`src/rtl/hazard_unit_pkg.sv`:
```
// -----------------------------------------------------------------------------
// hazard_unit_pkg
// Shared types and constants for the pipeline hazard controller.
//   hazState_t  : controller FSM states (RUN / DMEM_WAIT / HALTED)
//   REG_ZERO    : hard-wired zero register specifier (never a real dependence)
//   NOP_INSTR   : instruction word the flush/bubble consumers load into a
//                 pipeline register when told to insert a NOP
//   hazCtrl_t   : bundle of pipeline-register control strobes
//   CTRL_*      : canonical control bundles for each stall/flush response
// -----------------------------------------------------------------------------
package hazard_unit_pkg;

  typedef enum logic [1:0] {
    RUN       = 2'd0,
    DMEM_WAIT = 2'd1,
    HALTED    = 2'd2
  } hazState_t;

  localparam int unsigned REG_ZERO  = 0;
  localparam logic [31:0] NOP_INSTR = 32'h0000_0013;

  typedef struct packed {
    logic pcWriteEn;
    logic ifIdWriteEn;
    logic ifIdFlush;
    logic idExBubble;
    logic exMemHold;
    logic memWbBubble;
  } hazCtrl_t;

  // Free-running pipeline: PC and IF/ID load, nothing squashed or held.
  localparam hazCtrl_t CTRL_IDLE = '{pcWriteEn: 1'b1, ifIdWriteEn: 1'b1, default: 1'b0};
  // Data memory stalled: freeze front end, hold EX/MEM + ID/EX, drain MEM/WB.
  localparam hazCtrl_t CTRL_DMEM = '{exMemHold: 1'b1, memWbBubble: 1'b1, default: 1'b0};
  // Load-use: keep IF/ID and PC, inject one bubble into ID/EX.
  localparam hazCtrl_t CTRL_LOAD_USE = '{idExBubble: 1'b1, default: 1'b0};
  // Taken-branch squash: PC advances to target, IF/ID gets a NOP.
  localparam hazCtrl_t CTRL_BRANCH = '{pcWriteEn: 1'b1, ifIdWriteEn: 1'b1, ifIdFlush: 1'b1, default: 1'b0};
  // Instruction memory stalled: hold PC, feed NOP into IF/ID, rest advances.
  localparam hazCtrl_t CTRL_IMEM = '{ifIdWriteEn: 1'b1, ifIdFlush: 1'b1, default: 1'b0};
  // Halted core: front end frozen, everything downstream drained to NOPs.
  localparam hazCtrl_t CTRL_HALT = '{ifIdFlush: 1'b1, idExBubble: 1'b1, memWbBubble: 1'b1, default: 1'b0};

endpackage

```
`src/rtl/hazard_unit_load_use_cmp.sv`:
```
// -----------------------------------------------------------------------------
// hazard_load_use_cmp
// Purely combinational load-use dependence detector between the instruction
// in ID and a load sitting in EX.
//   srcReg1/srcReg2   : ID-stage source specifiers
//   usesSrc1/usesSrc2 : ID instruction actually reads that source
//   isStore           : ID instruction is a store (src2 is store data)
//   exDstReg          : EX-stage destination specifier
//   exMemRead         : EX-stage instruction is a load
//   exRegWrite        : EX-stage instruction writes a register
//   loadUse           : one-cycle stall required
// Store data is excluded because the value is forwarded MEM-to-MEM in time.
// -----------------------------------------------------------------------------
module hazard_load_use_cmp
  import hazard_unit_pkg::*;
#(
  parameter int REG_ADDR_W = 4
) (
  input  logic [REG_ADDR_W-1:0] srcReg1,
  input  logic [REG_ADDR_W-1:0] srcReg2,
  input  logic                  usesSrc1,
  input  logic                  usesSrc2,
  input  logic                  isStore,
  input  logic [REG_ADDR_W-1:0] exDstReg,
  input  logic                  exMemRead,
  input  logic                  exRegWrite,
  output logic                  loadUse
);

  logic producerValid;
  logic src1Hit;
  logic src2Hit;

  assign producerValid = exMemRead & exRegWrite & (exDstReg != REG_ADDR_W'(REG_ZERO));
  assign src1Hit       = usesSrc1 & (srcReg1 == exDstReg);
  assign src2Hit       = usesSrc2 & ~isStore & (srcReg2 == exDstReg);
  assign loadUse       = producerValid & (src1Hit | src2Hit);

endmodule

```
`src/rtl/hazard_unit.sv`:
```
// -----------------------------------------------------------------------------
// hazard_unit
// Stall/flush controller for the 5-stage pipeline, placed beside ID. Handles
// what forwarding cannot: load-use, taken-branch squash, I/D-memory busy
// freeze and halt.
// Inputs : id_* (ID instruction operands/branch), id_ex_* (EX producer),
//          imem_busy, dmem_busy, halt_retire, clk, rst_n (async, active low)
// Outputs: pc_write_en, if_id_write_en, if_id_flush, id_ex_bubble,
//          ex_mem_hold, mem_wb_bubble, halted (sticky), stall_cycles
// Build option: define HAZ_STALL_CNT_EN to build the saturating stall
// counter; otherwise stall_cycles is constant zero and no flops exist.
// Response priority while running: dmem_busy > load-use > branch squash >
// imem_busy. halt_retire overrides next-state; only reset leaves HALTED.
// -----------------------------------------------------------------------------
module hazard_unit
  import hazard_unit_pkg::*;
#(
  parameter int REG_ADDR_W     = 4,
  parameter int BRANCH_PENALTY = 1,
  parameter int STALL_CNT_W    = 16
) (
  input  logic                   clk,
  input  logic                   rst_n,
  input  logic [REG_ADDR_W-1:0]  id_srcReg1,
  input  logic [REG_ADDR_W-1:0]  id_srcReg2,
  input  logic                   id_uses_src1,
  input  logic                   id_uses_src2,
  input  logic                   id_is_store,
  input  logic                   id_branch_taken,
  input  logic [REG_ADDR_W-1:0]  id_ex_dstReg,
  input  logic                   id_ex_memRead,
  input  logic                   id_ex_regWrite,
  input  logic                   imem_busy,
  input  logic                   dmem_busy,
  input  logic                   halt_retire,
  output logic                   pc_write_en,
  output logic                   if_id_write_en,
  output logic                   if_id_flush,
  output logic                   id_ex_bubble,
  output logic                   ex_mem_hold,
  output logic                   mem_wb_bubble,
  output logic                   halted,
  output logic [STALL_CNT_W-1:0] stall_cycles
);

  // Penalty is at most 7, so the remaining-squash count fits in 3 bits.
  localparam int BR_CNT_W = 3;

  hazState_t             stateReg, stateNext;
  logic [BR_CNT_W-1:0]   branchCntReg, branchCntNext;
  hazCtrl_t              ctrl;
  logic                  loadUse;
  logic                  branchSquash;
  logic                  running;

  hazard_load_use_cmp #(
    .REG_ADDR_W (REG_ADDR_W)
  ) uLoadUseCmp (
    .srcReg1    (id_srcReg1),
    .srcReg2    (id_srcReg2),
    .usesSrc1   (id_uses_src1),
    .usesSrc2   (id_uses_src2),
    .isStore    (id_is_store),
    .exDstReg   (id_ex_dstReg),
    .exMemRead  (id_ex_memRead),
    .exRegWrite (id_ex_regWrite),
    .loadUse    (loadUse)
  );

  // RUN and DMEM_WAIT share one evaluation: while dmem_busy is high the
  // dmem response wins anyway, and the first non-busy cycle in DMEM_WAIT is
  // an ordinary RUN cycle.
  assign running      = (stateReg != HALTED);
  assign branchSquash = id_branch_taken | (branchCntReg != '0);

  // State register
  always_ff @(posedge clk or negedge rst_n) begin
    if (!rst_n) begin
      stateReg <= RUN;
    end else begin
      stateReg <= stateNext;
    end
  end

  // Next-state logic
  always_comb begin
    stateNext = stateReg;
    case (stateReg)
      RUN, DMEM_WAIT: stateNext = dmem_busy ? DMEM_WAIT : RUN;
      HALTED:         stateNext = HALTED;
      default:        stateNext = RUN;
    endcase
    if (halt_retire) begin
      stateNext = HALTED;
    end
  end

  // Output logic. Reset forces idle strobes even if the ID/EX inputs would
  // otherwise request a stall, so the core sees a clean pipeline on release.
  always_comb begin
    ctrl = CTRL_IDLE;
    if (!running) begin
      ctrl = CTRL_HALT;
    end else if (dmem_busy) begin
      ctrl = CTRL_DMEM;
    end else if (loadUse) begin
      ctrl = CTRL_LOAD_USE;
    end else if (branchSquash) begin
      ctrl = CTRL_BRANCH;
    end else if (imem_busy) begin
      ctrl = CTRL_IMEM;
    end
    if (!rst_n) begin
      ctrl = CTRL_IDLE;
    end
  end

  assign pc_write_en    = ctrl.pcWriteEn;
  assign if_id_write_en = ctrl.ifIdWriteEn;
  assign if_id_flush    = ctrl.ifIdFlush;
  assign id_ex_bubble   = ctrl.idExBubble;
  assign ex_mem_hold    = ctrl.exMemHold;
  assign mem_wb_bubble  = ctrl.memWbBubble;
  assign halted         = (stateReg == HALTED);

  // Branch squash counter: the taken cycle itself is the first squash, the
  // counter covers the remaining BRANCH_PENALTY-1. It only moves on cycles
  // where the squash response is actually the one issued, so a dmem freeze
  // or load-use stall leaves the remaining squash count intact.
  always_comb begin
    branchCntNext = branchCntReg;
    if (running && !dmem_busy && !loadUse && branchSquash) begin
      if (branchCntReg == '0) begin
        branchCntNext = BR_CNT_W'(BRANCH_PENALTY - 1);
      end else begin
        branchCntNext = branchCntReg - BR_CNT_W'(1);
      end
    end
  end

  always_ff @(posedge clk or negedge rst_n) begin
    if (!rst_n) begin
      branchCntReg <= '0;
    end else begin
      branchCntReg <= branchCntNext;
    end
  end

`ifdef HAZ_STALL_CNT_EN
  logic [STALL_CNT_W-1:0] stallCntReg, stallCntNext;

  // Counts front-end stall cycles while running; sticks at all-ones.
  always_comb begin
    stallCntNext = stallCntReg;
    if (!ctrl.pcWriteEn && running && (stallCntReg != '1)) begin
      stallCntNext = stallCntReg + STALL_CNT_W'(1);
    end
  end

  always_ff @(posedge clk or negedge rst_n) begin
    if (!rst_n) begin
      stallCntReg <= '0;
    end else begin
      stallCntReg <= stallCntNext;
    end
  end

  assign stall_cycles = stallCntReg;
`else
  assign stall_cycles = '0;
`endif

endmodule
```
`config.mk`:
```
export PLATFORM = sky130hd
export DESIGN_NAME = hazard_unit
export DESIGN_NICKNAME = d
export VERILOG_FILES = /design/src/rtl/hazard_unit_pkg.sv /design/src/rtl/hazard_unit_load_use_cmp.sv /design/src/rtl/hazard_unit.sv
export SDC_FILE = /design/constraint.sdc
export NUM_CORES = 1
export LEC_CHECK = 0
export CAP_MARGIN = 25
export CORE_MARGIN = 3
export CORE_UTILIZATION = 32
export DETAILED_ROUTE_END_ITERATION = 6
export GPL_ROUTABILITY_DRIVEN = 0
export PLACE_DENSITY = 0.88
export SLEW_MARGIN = 10
export SYNTH_ARGS = -nofsm -noshare
export SYNTH_HDL_FRONTEND = slang
export SYNTH_SLANG_ARGS = --single-unit
export TNS_END_PERCENT = 5
```
`constraint.sdc`:
```
create_clock -name clk -period 1.7 [get_ports clk]
set_clock_uncertainty 0.05 [all_clocks]
set_input_delay 0.255 -clock clk [delete_from_list [all_inputs] [get_ports clk]]
set_output_delay 0.255 -clock clk [all_outputs]
set_load 0.02 [all_outputs]
```
# After elaboration in Yosys (flattened, before gate mapping)
# Index checks and enable logic that the tools add are counted.
[op_classes]
eq_ne = 5
reduce_logical = 10
n_mux = 10
bitwise = 9
addsub = 1
[op_table]
columns = ["op", "n"]
rows = [
  ["$mux W6", 6],
  ["$eq A4 B4 Y1", 2],
  ["$and A1 B1 Y1", 6],
  ["$pmux W2 S2", 1],
  ["$reduce_bool A4 Y1", 1],
  ["$logic_and A1 B1 Y1", 3],
  ["$logic_not A3 Y1", 1],
  ["$mux W3", 1],
  ["$reduce_bool A3 Y1", 1],
  ["$sub A3 B1 Y3 const B", 1],
  ["$eq A2 B1 Y1 const B", 1],
  ["$eq A2 B2 Y1 const B", 1],
  ["$logic_not A1 Y1", 2],
  ["$logic_not A2 Y1", 1],
  ["$mux W2", 1],
  ["$ne A2 B2 Y1 const B", 1],
  ["$or A1 B1 Y1", 2],
  ["$reduce_or A2 Y1", 1],
  ["$mux W1", 1],
  ["$not A1 Y1", 1],
]
[totals]
input_bits = 23
register_bits = 5

# Logic depth before layout (Yosys ltp)
[logic_depth]
ltp_word = 9
depth_mapped = 6
depth_no_buf = 6

# Modules after synthesis
# A second synthesis with hierarchy kept.
[hier_totals]
cells_unflattened = 66
area_unflattened_um2 = 581.8
[by_module_without_submodules]
columns = ["module", "cells_each", "area_each_um2", "n_inst"]
rows = [
  ["hazard_unit", 51, 470.5, 1],
  ["hazard_load_use_cmp", 15, 111.4, 1],
]

# Worst setup path after synthesis
# Ideal clock, no wire load.
[synth_path]
path_kind = "register to output"
from = "register branchCntReg[2]"
to = "output port if_id_flush"
arrival_time_ns = 1.458
path_stages_with_launch = 7
slack_ns = -0.063
n_path_buf = 0
cell_sequence = "dfrtp_1 > inv_1 > ha_1 > nor2b_1 > a21oi_1 > nand3_1 > a21boi_0"
[synth_between]
elab_chain_cells = 7
[synth_lines]
columns = ["item", "line_no", "text"]
rows = [
  ["start, declared", "hazard_unit.sv:50", "logic [BR_CNT_W-1:0] branchCntReg, branchCntNext;"],
  ["start signal, assigned", "hazard_unit.sv:145", "branchCntReg <= branchCntNext;"],
  ["$reduce_bool A3 Y1", "hazard_unit.sv:74", "assign branchSquash = id_branch_taken | (branchCntReg != '0);"],
  ["$or A1 B1 Y1", "hazard_unit.sv:74", ""],
  ["$mux W6", "hazard_unit.sv:108", "end else if (branchSquash) begin"],
  ["$mux W6", "hazard_unit.sv:106", "end else if (loadUse) begin"],
  ["$mux W6", "hazard_unit.sv:104", "end else if (dmem_busy) begin"],
  ["$mux W6", "hazard_unit.sv:102", "if (!running) begin"],
  ["$mux W6", "hazard_unit.sv:113", "if (!rst_n) begin"],
  ["end, declared", "hazard_unit.sv:38", "output logic if_id_flush,"],
]
# Every way passes these cells.

# Worst setup path after layout
[layout_path]
from = "register branchCntReg[0]"
to = "output port pc_write_en"
[layout_between]
elab_chain_cells = 7
[layout_lines]
columns = ["item", "line_no", "text"]
rows = [
  ["$reduce_bool A3 Y1", "hazard_unit.sv:74", ""],
  ["$or A1 B1 Y1", "hazard_unit.sv:74", ""],
  ["$mux W6", "hazard_unit.sv:108", ""],
  ["$mux W6", "hazard_unit.sv:106", ""],
  ["$mux W6", "hazard_unit.sv:104", ""],
  ["$mux W6", "hazard_unit.sv:102", ""],
  ["$mux W6", "hazard_unit.sv:113", ""],
  ["end, declared", "hazard_unit.sv:36", "output logic pc_write_en,"],
]
# Every way passes these cells.

==> summary.txt <==
Status
  • Status: finished with violations
  • Failing checks: negative setup slack

Yosys
  • Synthesized netlist cell count: 72
  • Xor-xnor portion of the synthesized cell area: 7.73%
  • Yosys warns: 0
  • Cell variety after synth: 30
  • Simple-gate portion of the synthesized area: 23.0%
  • Synth Cell Area: 567 µm²
  • Register area share after synthesis: 22.1%
  • Post-synth ARST share: 100%
  • Mux cell area share after synthesis: 3.97%
  • Most frequent cell after synthesis: buf_4
  • Largest family of logic cells by synthesized area: buffers and inverters
  • Post-Synth Adder-Cell Area: under 10%
  • Top cells by area, synth: dfrtp_1 22%, buf_4 21%, inv_1 4.6%
  • Post-synthesis compound-gate area fraction: 11.7%
  • Main synth FF type: dfrtp_1
  • Most frequent cells after synthesis: 16 x buf_4, 7 x inv_1, 5 x dfrtp_1, 5 x nor2_1
  • Yosys top cell by area: dfrtp_1
  • Synth top area share: 22.1%
  • Post-synth EDFFs: 0
  • Flops & latches, synth: 5
  • Syn_area_per_cell: 7.87 µm²

Place
  • Placed Area: roughly 900 µm²
  • IO buf count: 29
  • DP Cell Count: between 100 and 150
  • Place WS: -0.974 ns
  • DP Wirelength: about 1300 µm

Critical path
  • Slowest CP cell: dfrtp_1
  • Worst-path fanout max: 4
  • Worst-case reg-to-reg path depth: 6
  • Max stage delay on crit path: approximately 0.38 ns
  • CP Launch Type: flip-flop
  • Worst path cell trace: nor2_2 -> ha_2 -> nor2b_4 -> and2_1 -> o21ai_0 -> buf_2
  • RR Startpoint: branchCntReg[1]
  • WS Path Type: flip-flop to output port
  • Critical path launch point: branchCntReg[0]
  • R2r setup slk: 0.03 ns
  • Worst setup EP type: output port
  • Worst Setup EP: pc_write_en
  • Worst r2r dst: branchCntReg[2]
  • CP arrival: between 1.5 and 2 ns
  • Worst path required time: 1.39 ns

GRT
  • Antenna violations before repair: 0
  • First-pass GRT wire length: 2290 µm
  • Total global routing overflow: 0
  • GRT Total Usage: 14.8%
  • Vias in the first global route: 603
  • Largest net degree at the start of global routing: 8

Timing
  • F_max: 0.552 GHz
  • Final min period: approximately 1.8 ns
  • Setup_tns: -0.310 ns
  • Crit share post-route: 107%
  • Final Max Tran Viols: 0
  • Final hold slack: 0.382 ns
  • Final Hold Fails: 0
  • Fin worst setup slack: -0.113 ns
  • Setup-failing EPs final: 3
  • RSZ-0062 raised after global routing: true

Pwr
  • Pint: 0.304 mW
  • Max IR drop VDD: about 290 µV
  • Switching share of power: 31.9%
  • Net Sw Power: 0.143 mW
  • Flop pwr share: roughly 28%
  • Leakage power: about 0.53 nW
  • Total power: 0.447 mW
  • Cell Pwr Density: 436 nW/µm²
  • Clock power share: 29.4%
  • Combinational power share: 42.6%

Floorplan
  • Initial core utilization: 35.6%
  • Die height: 48.1 µm
  • DIE AREA: 2310 µm²
  • Ports: 46
  • Rows: 14
  • Horiz. Die Dim: slightly below 50 µm
  • Total core area: 1590 µm²

Routing
  • DRC: 0
  • DR WL/cell: roughly 13 µm
  • DRT Wirelength: 1830 µm
  • TritonRoute pass-1 iters: 4
  • Detail Route Antenna Nets: 0
  • Vias post-DR: about 630
  • Vias per inst: 4.34
  • Initial DRC count: 3

Clock network
  • CTS tree: yes
  • CTS Buffer Depth: 2
  • Clock Sinks: 5
  • Root buf cell: clkbuf_4
  • Worst skew pair latency: 0.23 ns
  • Clock-pin slew on the worst setup and hold paths: 0.04 ns
  • H-tree level count: 1
  • Num CTS Buffers: 3

Final layout
  • Area grow syn2layout: 80.8%
  • Inserted Diodes: 0
  • Design Area, Final: 1020 µm²
  • Non-Filler Instances: 146
  • Share of cells above drive strength 1: about two fifths
  • Final #Nets: 148
  • Final Core Density: 64.3%
  • Layout filler cell count: around 140

Job
  • Max_cap viols: 0

Min path
  • Hold Path Class: flip-flop to flip-flop
-- cell families after synthesis --
family	Yosys count
multiplexers	2
adder cells (fa/ha/maj)	2
XOR/XNOR	5
buffers and inverters	24
flip-flops	5
AND/OR/NAND/NOR	24
AO/OA/AOI/OAI	9
other	1
-- layer usage --
metal / share of wire (%) / track usage [%]
met1: 31 / 11.2
met2: 58 / 31.9
met4: 0.77 / 9.14
met5: 0 / 0
met3: 11 / 2.63
-- worst max-delay path: cells and delay by family, from the launching register on --
kind                     cells  cell delay, ns
AND/OR/NAND/NOR              3            0.45
AO/OA/AOI/OAI                1            0.07
flip-flops                   1            0.38
buffers and inverters        1            0.18
adder cells (fa/ha/maj)      1            0.19
-- worst min-delay path by stage --
stage / start / to / slack [ns] / cells past startpoint
2_1_floorplan: rst_n / branchCntReg[0] / -0.09 / 0
3_3_place_gp: stateReg[1] / stateReg[0] / 0.37 / 1
3_5_place_dp: stateReg[1] / stateReg[0] / 0.38 / 1
4_1_cts: stateReg[1] / stateReg[0] / 0.38 / 1
5_1_grt: stateReg[1] / stateReg[0] / 0.40 / 1
6_report: stateReg[1] / stateReg[0] / 0.38 / 1
-- area by class of cell --
class | instances | area (µm²) | share of cell area, %
clock buffers | 4 | 26.3 | 2.56
repair buffers | 47 | 395 | 38.6
flip-flops and latches | 5 | 125 | 12.2
well taps | 24 | 30.0 | 2.93
multi-input cells | 58 | 418 | 40.8
inverters | 8 | 30.0 | 2.93
-- sequential cells by signal (all words and copies together), names as in the netlist --
signal	cells
branchCntReg	3
stateReg	2
-- timing repair --
item | 4_1_cts | 5_1_grt
hold buffers | 0 | 0
setup endpoints to repair | 10 | 8
resized for setup | 56 | 32
pin swaps | 11 | 17
buffers inserted | 4 | 4
-- cell usage in the layout, fill, tap and decap left out, types with 2 or more instances in the layout --
cell	netlist	layout
clkbuf_2	0	3
nor2_1	5	3
inv_1	7	7
xor2_1	3	3
dlygate4sd2_1	0	5
nand2b_1	2	2
nand2_1	2	2
nand4_1	2	2
buf_6	0	3
mux2_4	0	2
clkdlybuf4s50_1	0	6
clkdlybuf4s15_1	0	5
a21oi_2	0	2
nor2_2	0	2
buf_4	16	20
conb_1	1	16
clkbuf_4	0	3
dfrtp_1	5	5
nor3_1	2	2
buf_2	0	3
-- power groups by stage --
stage                     sequential, mW  combinational, mW  clock [mW]
after detailed placement           0.126              0.175           0
after global routing               0.125              0.206       0.141
after global placement             0.126              0.170           0
final                              0.125              0.190       0.131
after CTS                          0.125              0.168       0.141
after floorplan                    0.127              0.108           0
Power figures use the tool's default switching activity.
